--- config.mk ---
export PLATFORM = sky130hd
export DESIGN_NAME = assoc_cache_ctrl
export DESIGN_NICKNAME = d
export VERILOG_FILES = /design/src/rtl/assoc_cache_ctrl.sv
export SDC_FILE = /design/constraint.sdc
export NUM_CORES = 1
export LEC_CHECK = 0
export BUFFER_PORTS_ARGS = -buffer_cell sky130_fd_sc_hd__buf_4
export CORE_UTILIZATION = 58
export DETAILED_ROUTE_END_ITERATION = 6
export PLACE_DENSITY = 0.84
export SYNTH_ARGS = -nofsm -noshare
export SYNTH_HDL_FRONTEND = slang
export SYNTH_SLANG_ARGS = --single-unit
--- constraint.sdc ---
create_clock -name clk -period 3.08 [get_ports clk]
set_input_delay 0.616 -clock clk [delete_from_list [all_inputs] [get_ports clk]]
set_output_delay 0.616 -clock clk [all_outputs]
set_load 0.02 [all_outputs]
--- src/rtl/assoc_cache_ctrl.sv ---
// assoc_cache_ctrl: control FSM for an N-way set-associative, write-back,
// write-allocate cache. It takes per-way hit/valid/dirty vectors from external
// tag arrays, picks victims with an invalid-first / tree pseudo-LRU policy, and
// sequences multi-beat write-back and refill bursts.
// Optional feature: define ASSOC_CACHE_PERF_EN to add saturating hit/miss/
// write-back event counters (hit_cnt, miss_cnt, wb_cnt).
// Event outputs (cpu_ready, way_wen, set_dirty, set_valid, clr_dirty) are
// registered. They appear one cycle after the state that raises them, so a
// refill beat's way_wen follows its mem_resp by one cycle. Level outputs
// (busy, mem_read, mem_write) are registered from the next state, so they
// line up with the state they describe.
module assoc_cache_ctrl #(
    parameter int WAYS  = 4,
    parameter int SETS  = 16,
    parameter int BEATS = 4
) (
    input  logic                      clk,
    input  logic                      rst,
    input  logic                      cpu_req,
    input  logic                      cpu_we,
    input  logic [$clog2(SETS)-1:0]   cpu_set,
    input  logic [WAYS-1:0]           way_hit,
    input  logic [WAYS-1:0]           way_valid,
    input  logic [WAYS-1:0]           way_dirty,
    input  logic                      mem_resp,
    output logic                      cpu_ready,
    output logic [WAYS-1:0]           way_wen,
    output logic                      set_dirty,
    output logic                      clr_dirty,
    output logic                      set_valid,
    output logic [$clog2(WAYS)-1:0]   victim_way,
    output logic                      mem_read,
    output logic                      mem_write,
    output logic [$clog2(BEATS):0]    mem_beat,
    output logic                      busy
`ifdef ASSOC_CACHE_PERF_EN
    ,
    output logic [31:0]               hit_cnt,
    output logic [31:0]               miss_cnt,
    output logic [31:0]               wb_cnt
`endif
);

    localparam int WAY_W  = $clog2(WAYS);
    localparam int SET_W  = $clog2(SETS);
    localparam int BEAT_W = $clog2(BEATS) + 1;
    localparam int LVLS   = WAY_W;

    typedef enum logic [2:0] {
        ST_IDLE      = 3'd0,
        ST_COMPARE   = 3'd1,
        ST_WRITEBACK = 3'd2,
        ST_ALLOCATE  = 3'd3,
        ST_FILL_DONE = 3'd4
    } state_t;

    // Index of the lowest set bit (0 when the vector is empty).
    function automatic logic [WAY_W-1:0] lowest_set(input logic [WAYS-1:0] vec);
        logic [WAY_W-1:0] idx;
        idx = {WAY_W{1'b0}};
        for (int i = WAYS - 1; i >= 0; i--) begin
            if (vec[i]) idx = WAY_W'(i);
        end
        return idx;
    endfunction

    // One-hot way vector from a way index.
    function automatic logic [WAYS-1:0] onehot(input logic [WAY_W-1:0] idx);
        return {{(WAYS-1){1'b0}}, 1'b1} << idx;
    endfunction

    // Walk the tree from the root. A 0 bit goes to the lower half and a 1 bit
    // goes to the upper half. Nodes are heap ordered: children of n are 2n+1
    // and 2n+2.
    function automatic logic [WAY_W-1:0] plru_victim(input logic [WAYS-2:0] bits);
        logic [WAY_W-1:0] way;
        logic [WAY_W-1:0] node;
        way  = {WAY_W{1'b0}};
        node = {WAY_W{1'b0}};
        for (int l = 0; l < LVLS; l++) begin
            way  = WAY_W'({way, bits[node]});
            node = WAY_W'({node, 1'b0}) + WAY_W'(1'b1) + WAY_W'(bits[node]);
        end
        return way;
    endfunction

    // Point every node on the accessed way's path away from that way.
    function automatic logic [WAYS-2:0] plru_touch(input logic [WAYS-2:0] bits,
                                                   input logic [WAY_W-1:0] way);
        logic [WAYS-2:0]  nb;
        logic [WAY_W-1:0] node;
        logic [WAY_W-1:0] w;
        logic             d;
        nb   = bits;
        node = {WAY_W{1'b0}};
        w    = way;
        for (int l = 0; l < LVLS; l++) begin
            d        = w[WAY_W-1];
            nb[node] = ~d;
            node     = WAY_W'({node, 1'b0}) + WAY_W'(1'b1) + WAY_W'(d);
            w        = w << 1;
        end
        return nb;
    endfunction

    state_t             state_r, state_next_s;
    logic [BEAT_W-1:0]  beat_r, beat_next_s;
    logic [WAY_W-1:0]   victim_r, victim_next_s;
    logic [SET_W-1:0]   set_r;
    logic               we_r;
    logic [WAYS-2:0]    plru_r [SETS];

    logic               ready_s, set_dirty_s, clr_dirty_s, set_valid_s;
    logic [WAYS-1:0]    wen_s;
    logic               plru_we_s;
    logic [WAY_W-1:0]   plru_way_s;
    logic [WAY_W-1:0]   hit_idx_s;
    logic [WAY_W-1:0]   pick_s;
    logic               last_beat_s;

    logic               cpu_ready_r, set_dirty_r, clr_dirty_r, set_valid_r;
    logic [WAYS-1:0]    way_wen_r;
    logic               mem_read_r, mem_write_r, busy_r;

    assign hit_idx_s   = lowest_set(way_hit);
    assign pick_s      = (&way_valid) ? plru_victim(plru_r[set_r]) : lowest_set(~way_valid);
    assign last_beat_s = (beat_r == BEAT_W'(BEATS - 1));

    // Next-state, beat counter, victim selection and event strobes.
    always_comb begin
        state_next_s  = state_r;
        beat_next_s   = beat_r;
        victim_next_s = victim_r;
        ready_s       = 1'b0;
        wen_s         = {WAYS{1'b0}};
        set_dirty_s   = 1'b0;
        clr_dirty_s   = 1'b0;
        set_valid_s   = 1'b0;
        plru_we_s     = 1'b0;
        plru_way_s    = victim_r;
        case (state_r)
            ST_IDLE: begin
                if (cpu_req) state_next_s = ST_COMPARE;
                else         state_next_s = ST_IDLE;
            end
            ST_COMPARE: begin
                if (|way_hit) begin
                    ready_s      = 1'b1;
                    plru_we_s    = 1'b1;
                    plru_way_s   = hit_idx_s;
                    state_next_s = ST_IDLE;
                    if (we_r) begin
                        wen_s       = onehot(hit_idx_s);
                        set_dirty_s = 1'b1;
                    end else begin
                        wen_s       = {WAYS{1'b0}};
                        set_dirty_s = 1'b0;
                    end
                end else begin
                    victim_next_s = pick_s;
                    beat_next_s   = {BEAT_W{1'b0}};
                    if (way_valid[pick_s] && way_dirty[pick_s]) state_next_s = ST_WRITEBACK;
                    else                                        state_next_s = ST_ALLOCATE;
                end
            end
            ST_WRITEBACK: begin
                if (mem_resp) begin
                    if (last_beat_s) begin
                        beat_next_s  = {BEAT_W{1'b0}};
                        state_next_s = ST_ALLOCATE;
                    end else begin
                        beat_next_s  = beat_r + BEAT_W'(1'b1);
                    end
                end else begin
                    beat_next_s = beat_r;
                end
            end
            ST_ALLOCATE: begin
                if (mem_resp) begin
                    wen_s = onehot(victim_r);
                    if (last_beat_s) begin
                        beat_next_s  = {BEAT_W{1'b0}};
                        state_next_s = ST_FILL_DONE;
                    end else begin
                        beat_next_s  = beat_r + BEAT_W'(1'b1);
                    end
                end else begin
                    beat_next_s = beat_r;
                end
            end
            ST_FILL_DONE: begin
                set_valid_s  = 1'b1;
                clr_dirty_s  = 1'b1;
                plru_we_s    = 1'b1;
                plru_way_s   = victim_r;
                state_next_s = ST_COMPARE;
            end
            default: begin
                state_next_s = ST_IDLE;
                beat_next_s  = {BEAT_W{1'b0}};
            end
        endcase
    end

    // State, request latches and registered outputs.
    always_ff @(posedge clk) begin
        if (rst) begin
            state_r     <= ST_IDLE;
            beat_r      <= {BEAT_W{1'b0}};
            victim_r    <= {WAY_W{1'b0}};
            set_r       <= {SET_W{1'b0}};
            we_r        <= 1'b0;
            cpu_ready_r <= 1'b0;
            way_wen_r   <= {WAYS{1'b0}};
            set_dirty_r <= 1'b0;
            clr_dirty_r <= 1'b0;
            set_valid_r <= 1'b0;
            mem_read_r  <= 1'b0;
            mem_write_r <= 1'b0;
            busy_r      <= 1'b0;
        end else begin
            state_r     <= state_next_s;
            beat_r      <= beat_next_s;
            victim_r    <= victim_next_s;
            if (state_r == ST_IDLE && cpu_req) begin
                set_r <= cpu_set;
                we_r  <= cpu_we;
            end else begin
                set_r <= set_r;
                we_r  <= we_r;
            end
            cpu_ready_r <= ready_s;
            way_wen_r   <= wen_s;
            set_dirty_r <= set_dirty_s;
            clr_dirty_r <= clr_dirty_s;
            set_valid_r <= set_valid_s;
            mem_read_r  <= (state_next_s == ST_ALLOCATE);
            mem_write_r <= (state_next_s == ST_WRITEBACK);
            busy_r      <= (state_next_s != ST_IDLE);
        end
    end

    // Per-set pseudo-LRU tree bits.
    always_ff @(posedge clk) begin
        if (rst) begin
            for (int s = 0; s < SETS; s++) plru_r[s] <= {(WAYS-1){1'b0}};
        end else if (plru_we_s) begin
            plru_r[set_r] <= plru_touch(plru_r[set_r], plru_way_s);
        end else begin
            plru_r[set_r] <= plru_r[set_r];
        end
    end

    assign cpu_ready  = cpu_ready_r;
    assign way_wen    = way_wen_r;
    assign set_dirty  = set_dirty_r;
    assign clr_dirty  = clr_dirty_r;
    assign set_valid  = set_valid_r;
    assign victim_way = victim_r;
    assign mem_read   = mem_read_r;
    assign mem_write  = mem_write_r;
    assign mem_beat   = beat_r;
    assign busy       = busy_r;

`ifdef ASSOC_CACHE_PERF_EN
    logic        recompare_r;
    logic [31:0] hit_cnt_r, miss_cnt_r, wb_cnt_r;

    // Event counters. COMPARE directly after FILL_DONE is the re-compare and
    // is not counted.
    always_ff @(posedge clk) begin
        if (rst) begin
            recompare_r <= 1'b0;
            hit_cnt_r   <= 32'd0;
            miss_cnt_r  <= 32'd0;
            wb_cnt_r    <= 32'd0;
        end else begin
            recompare_r <= (state_r == ST_FILL_DONE);
            if (state_r == ST_COMPARE && !recompare_r && (|way_hit) && hit_cnt_r != 32'hFFFF_FFFF)
                hit_cnt_r <= hit_cnt_r + 32'd1;
            else
                hit_cnt_r <= hit_cnt_r;
            if (state_r == ST_COMPARE && !recompare_r && !(|way_hit) && miss_cnt_r != 32'hFFFF_FFFF)
                miss_cnt_r <= miss_cnt_r + 32'd1;
            else
                miss_cnt_r <= miss_cnt_r;
            if (state_r == ST_COMPARE && state_next_s == ST_WRITEBACK && wb_cnt_r != 32'hFFFF_FFFF)
                wb_cnt_r <= wb_cnt_r + 32'd1;
            else
                wb_cnt_r <= wb_cnt_r;
        end
    end

    assign hit_cnt  = hit_cnt_r;
    assign miss_cnt = miss_cnt_r;
    assign wb_cnt   = wb_cnt_r;
`endif

endmodule

### Word level (Yosys, flattened, before mapping)

Memory sizes are Yosys's and may differ from the RTL's. A register that Yosys moved wholly into a read port is not among the register bits.
Index checks and enable logic that the tools add are counted.

| storage, ports and cells | value |
|---|---|
| register bits | 23 |
| RAM bits | 48 |
| bits of input ports | 21 |
| output and inout bits | 16 |
| word-level logic and storage cells | 106 |
| memories kept | 1 |

| operators by class | value |
|---|---|
| add/sub/neg operators | 3 |
| magnitude comparators | 4 |
| equal/unequal tests | 9 |
| shifts and indexed selects | 2 |
| multiplexer cells | 54 |
| bitwise operators | 7 |
| reductions and logical operators | 14 |

Memories:

| name | words | bits a word | read ports | clocked after memory_dff | write ports | line | RTL |
|---|---|---|---|---|---|---|---|
| plru_r | 16 | 3 | 1 | 1 | 16 | 111 | `logic [WAYS-2:0] plru_r [SETS];` |

Operators with widths:

| kind | count |
|---|---|
| 3-bit two-way mux | 9 |
| 2-bit two-way mux | 12 |
| 4-bit two-way mux | 6 |
| 1-bit two-way mux | 18 |
| 3-bit by 2-bit equality test with 1-bit output, second input constant | 5 |
| 3-bit case mux with 5 select lines | 1 |
| 2-bit by 3-bit < comparator with 1-bit output, second input constant | 3 |
| 3-bit case mux with 3 select lines | 1 |
| 4-bit case mux with 2 select lines | 1 |
| 1-bit by 2-bit << shifter with 4-bit output, first input constant | 2 |
| 1-bit binary-select mux with 2-bit select | 3 |
| 2-bit OR reduction | 3 |
| 3-bit OR reduction | 2 |
| 1-bit NOT | 5 |
| 1-bit by 1-bit adder with 2-bit output, first input constant | 2 |
| 4-bit NOT | 1 |
| 4-bit AND reduction | 1 |
| 4-bit OR reduction | 1 |
| 3-bit by 1-bit adder with 3-bit output, second input constant | 1 |
| 3-bit bitwise mux | 1 |
| 3-bit by 1-bit equality test with 1-bit output, second input constant | 1 |
| 3-bit equality test, second input constant | 1 |
| 1-bit logical AND | 3 |
| 3-bit zero test | 1 |
| 9 further kinds | 9 |

### Depth between registers and ports, before layout

| logic depth | value |
|---|---|
| word-level depth | 14 |
| depth in mapped cells | 9 |
| gate-level depth less buffers | 8 |

### Worst setup path before layout

No wires, ideal clock.

| timing path | value |
|---|---|
| kind | in2reg |
| start point | input port way_hit[1] |
| end point | memory plru_r[11][1] in the netlist's numbering, data pin |
| library setup time | 0.257 ns |
| data arrival time | 2.201 ns |
| data required time | 2.823 ns |
| path slack | 0.623 ns |
| stages on the path | 8 |
| path buffers | 1 |
| cells stage by stage | or4_1 > a21oi_1 > nor2_1 > nor2_2 > nor2_1 > mux2i_1 > buf_2 > nor2_1 |

RTL lines:

| item | line | RTL |
|---|---|---|
| start: declaration | 22 | `input logic [WAYS-1:0] way_hit,` |
| end: declaration | 111 |  |

==> out/results.ini <==
[status]
status = complete, no violations

[worst_hold_path]
hold_start = mem_beat[1]
hold_depth = 2
holdPathEnd = mem_beat[1]
hp-class = flip-flop to flip-flop

[critical_path]
cpMaxStageDelayCell = dfxtp_1
startpoint_type = flip-flop
cpLargestDelayFamily = multiplexers
cpPeakStageDelay_ps = 640
worstPathCellList = mux2_2, mux4_2, o21a_1, a21oi_2, buf_4, nor2_1
reg2reg_to = plru_r[4][0]
crit_required_ps = 3180
critPathKind = flip-flop to flip-flop
cp_num_buf_inv = 1
end_kind = flip-flop
crit_arrival_ps = 2720
reg2reg_slack_ps = 450
cp_max_fo = 11
rr_worst_depth = 6

[synthesis]
ys_top_cells_by_count = nor2_1, edfxtp_1, nand2_1, dfxtp_1, nand2b_1
netlist_area_um2 = 3560
async_reset_ff_share_pct = 0
synthDistinctLibCells = 52
synthTopCellsByArea = edfxtp_1, dfxtp_1, nor2_1, mux2i_1, mux4_2
synth.most_common_cell = nor2_1
synth_seq_cells = 75
ys_seq_area_share_pct = 55.6
synthCells = 329
synth_top_cell_by_area = edfxtp_1
ys_warn_count = 0
ys.flop_type = edfxtp_1
syn_area_per_cell_um2 = 10.8
synth_edf_count = 48
synth_nets = 351
netlist.area_leader.share_pct = 40.5

[routing]
vias = 2646
route.detailed.drc = 0
wl_um = 7370
avgViaCountPerCell = 5.95
dr_wl_met2_um = 3510
wl_met3_um = 556
routedWlPerCell_um = 16.6
top_layer = met4
drtAntennaViolNets = 0
met1_length_um = 3200
drtPass1Iterations = 5
drt_iter0_drc = 250

[grt]
grt_pass1_wl_um = 11600
grt_max_degree = 39
grt.total_usage_pct = 24.7
antenna_found_initial = 0
grt_remaining_overflow = 0
first_global_vias = 2458

[layout]
drive_above_1_share_pct = 20.0
fill_cells = 440
area_growth_pct = 14.2
nets = 387
antennaDiodeCount = 0

[clock_network]
htree_levels = 3
cts_tree = yes
cts-root-buf = clkbuf_8
clkTransAtPathRegs_ps = 80
cts-resized-gates = 0
cts-hold-fix-buffers = 0
clock_sinks = 75
numCtsBuffers = 9
cts_setup_buffers = 0
clock_path_buffers = 2
clk-insertion-delay-late_ps = 340

[timing]
slew_headroom_pct = 49.1
slew_viol_final = 0
fmax_ghz = 0.381
period_share_pct = 85.3
finalSetupViolations = 0
finalHoldViolCount = 0
fin_crit_ps = 2630
whs_ps = 478
skew_ps = 7.86
rsz0062_at_grt = false
tightest_slew_ps = 756
totalNegativeSetupSlack_ps = 0

[placed_design]
place.gp.congestion = 0.878
io_buffers = 36
hpwl_um = 5370

[floorplan]
ios = 37
die_h_um = 80.4
die_area_um2 = 6460
core_area_um2 = 5920
die_w_um = 80.4
start_util_pct = 60.2
rows = 28

[power]
leakagePower_nw = 1.57
vdd_ir_drop_max_uv = 343
p_total_w = 0.00217
power.density_nw_per_um2 = 533

[run]
max_cap_viol_count = 0

-- cell families after synthesis --
logic type	after synthesis	synth area share (%)
flip-flops	75	55.6
AO/OA/AOI/OAI	40	7.83
XOR/XNOR	1	0.246
buffers and inverters	21	2.95
AND/OR/NAND/NOR	162	21.7
multiplexers	29	11.2
adder cells (fa/ha/maj)	1	0.351
-- state kept, by name (all words and copies together), names as in the netlist, named ones only --
| register | flops |
|---|---|
| plru_r | 48 |
| set_valid | 1 |
| victim_way | 2 |
| mem_write | 1 |
| we_r | 1 |
| set_r | 4 |
| mem_beat | 3 |
| way_wen | 4 |
| set_dirty | 1 |
| mem_read | 1 |
| cpu_ready | 1 |
| state_r | 3 |
| busy | 1 |
-- area by class of cell --
type                    count  area, um2  area share, %
clock buffers              10        128           3.14
clock inverters             6       66.3           1.63
inverters                   6       22.5          0.554
multi-input cells         233       1480           36.3
flip-flops and latches     75       1980           48.7
well taps                  75       93.8           2.31
repair buffers             40        300           7.38
-- through the flow --
| stage | cell area [um2] | setup WS [ps] | cells | util [%] |
|---|---|---|---|---|
| final | 4070 | 454 | 445 | 68.7 |
| after global routing | 4070 | 311 | 445 | 68.7 |
| after floorplan | 3560 | 623 | 329 | - |
| after CTS | 4070 | 468 | 445 | 68.7 |
| after detailed placement | 3870 | 406 | 429 | 65.4 |
| after global placement | 3870 | 496 | 429 | 65.4 |
-- worst min-delay path, cell delays in order, from the launching register on --
cell     delay (ps)
dfxtp_1         330
nand2_1          60
a21oi_1          50
-- cells in the final DEF (no fill, tap or decap), types with 3 or more instances in the layout --
master    synthesis  routed
nand2_1          31      31
o21ai_1           3       3
a21oi_1           9       9
nor2_1           73      73
dfxtp_1          27      27
edfxtp_1         48      48
nor3_1            6       6
a221oi_1          4       4
nor2b_1           6       6
o21a_1            5       5
a31oi_1           3       3
mux4_2            6       6
mux2i_1          16      16
nor3b_1           3       3
inv_1             6       6
nand3_1           6       6
buf_4             4      40
clkbuf_8          0       9
clkinv_4          0       3
nand2b_1         18      18
a22oi_1           3       3
mux2_4            3       3
-- layer usage --
metal  GRT usage, %  up-vias
met1           34.3     1262
met3           3.98       12
met5              0        -
li1               -     1244
met4           8.57        0
met2           39.4      128
-- how the worst max path moves through the flow --
stage | from | end | depth (start not counted)
6_report | flip-flop | plru_r[4][0] | 6
5_1_grt | flip-flop | state_r[0] | 7
4_1_cts | flip-flop | plru_r[4][0] | 6
3_5_place_dp | way_hit[1] | plru_r[13][0] | 9
3_3_place_gp | way_hit[1] | plru_r[13][0] | 9
2_1_floorplan | way_hit[1] | plru_r[11][1] | 8
-- report_power, final --
group	internal (W)	switching (W)
logic	0.000115	0.000168
clock network	0.000376	0.000364
registers	0.00111	0.0000314
total	0.00160	0.000564
Note: power is estimated with default switching activity, not from simulation.
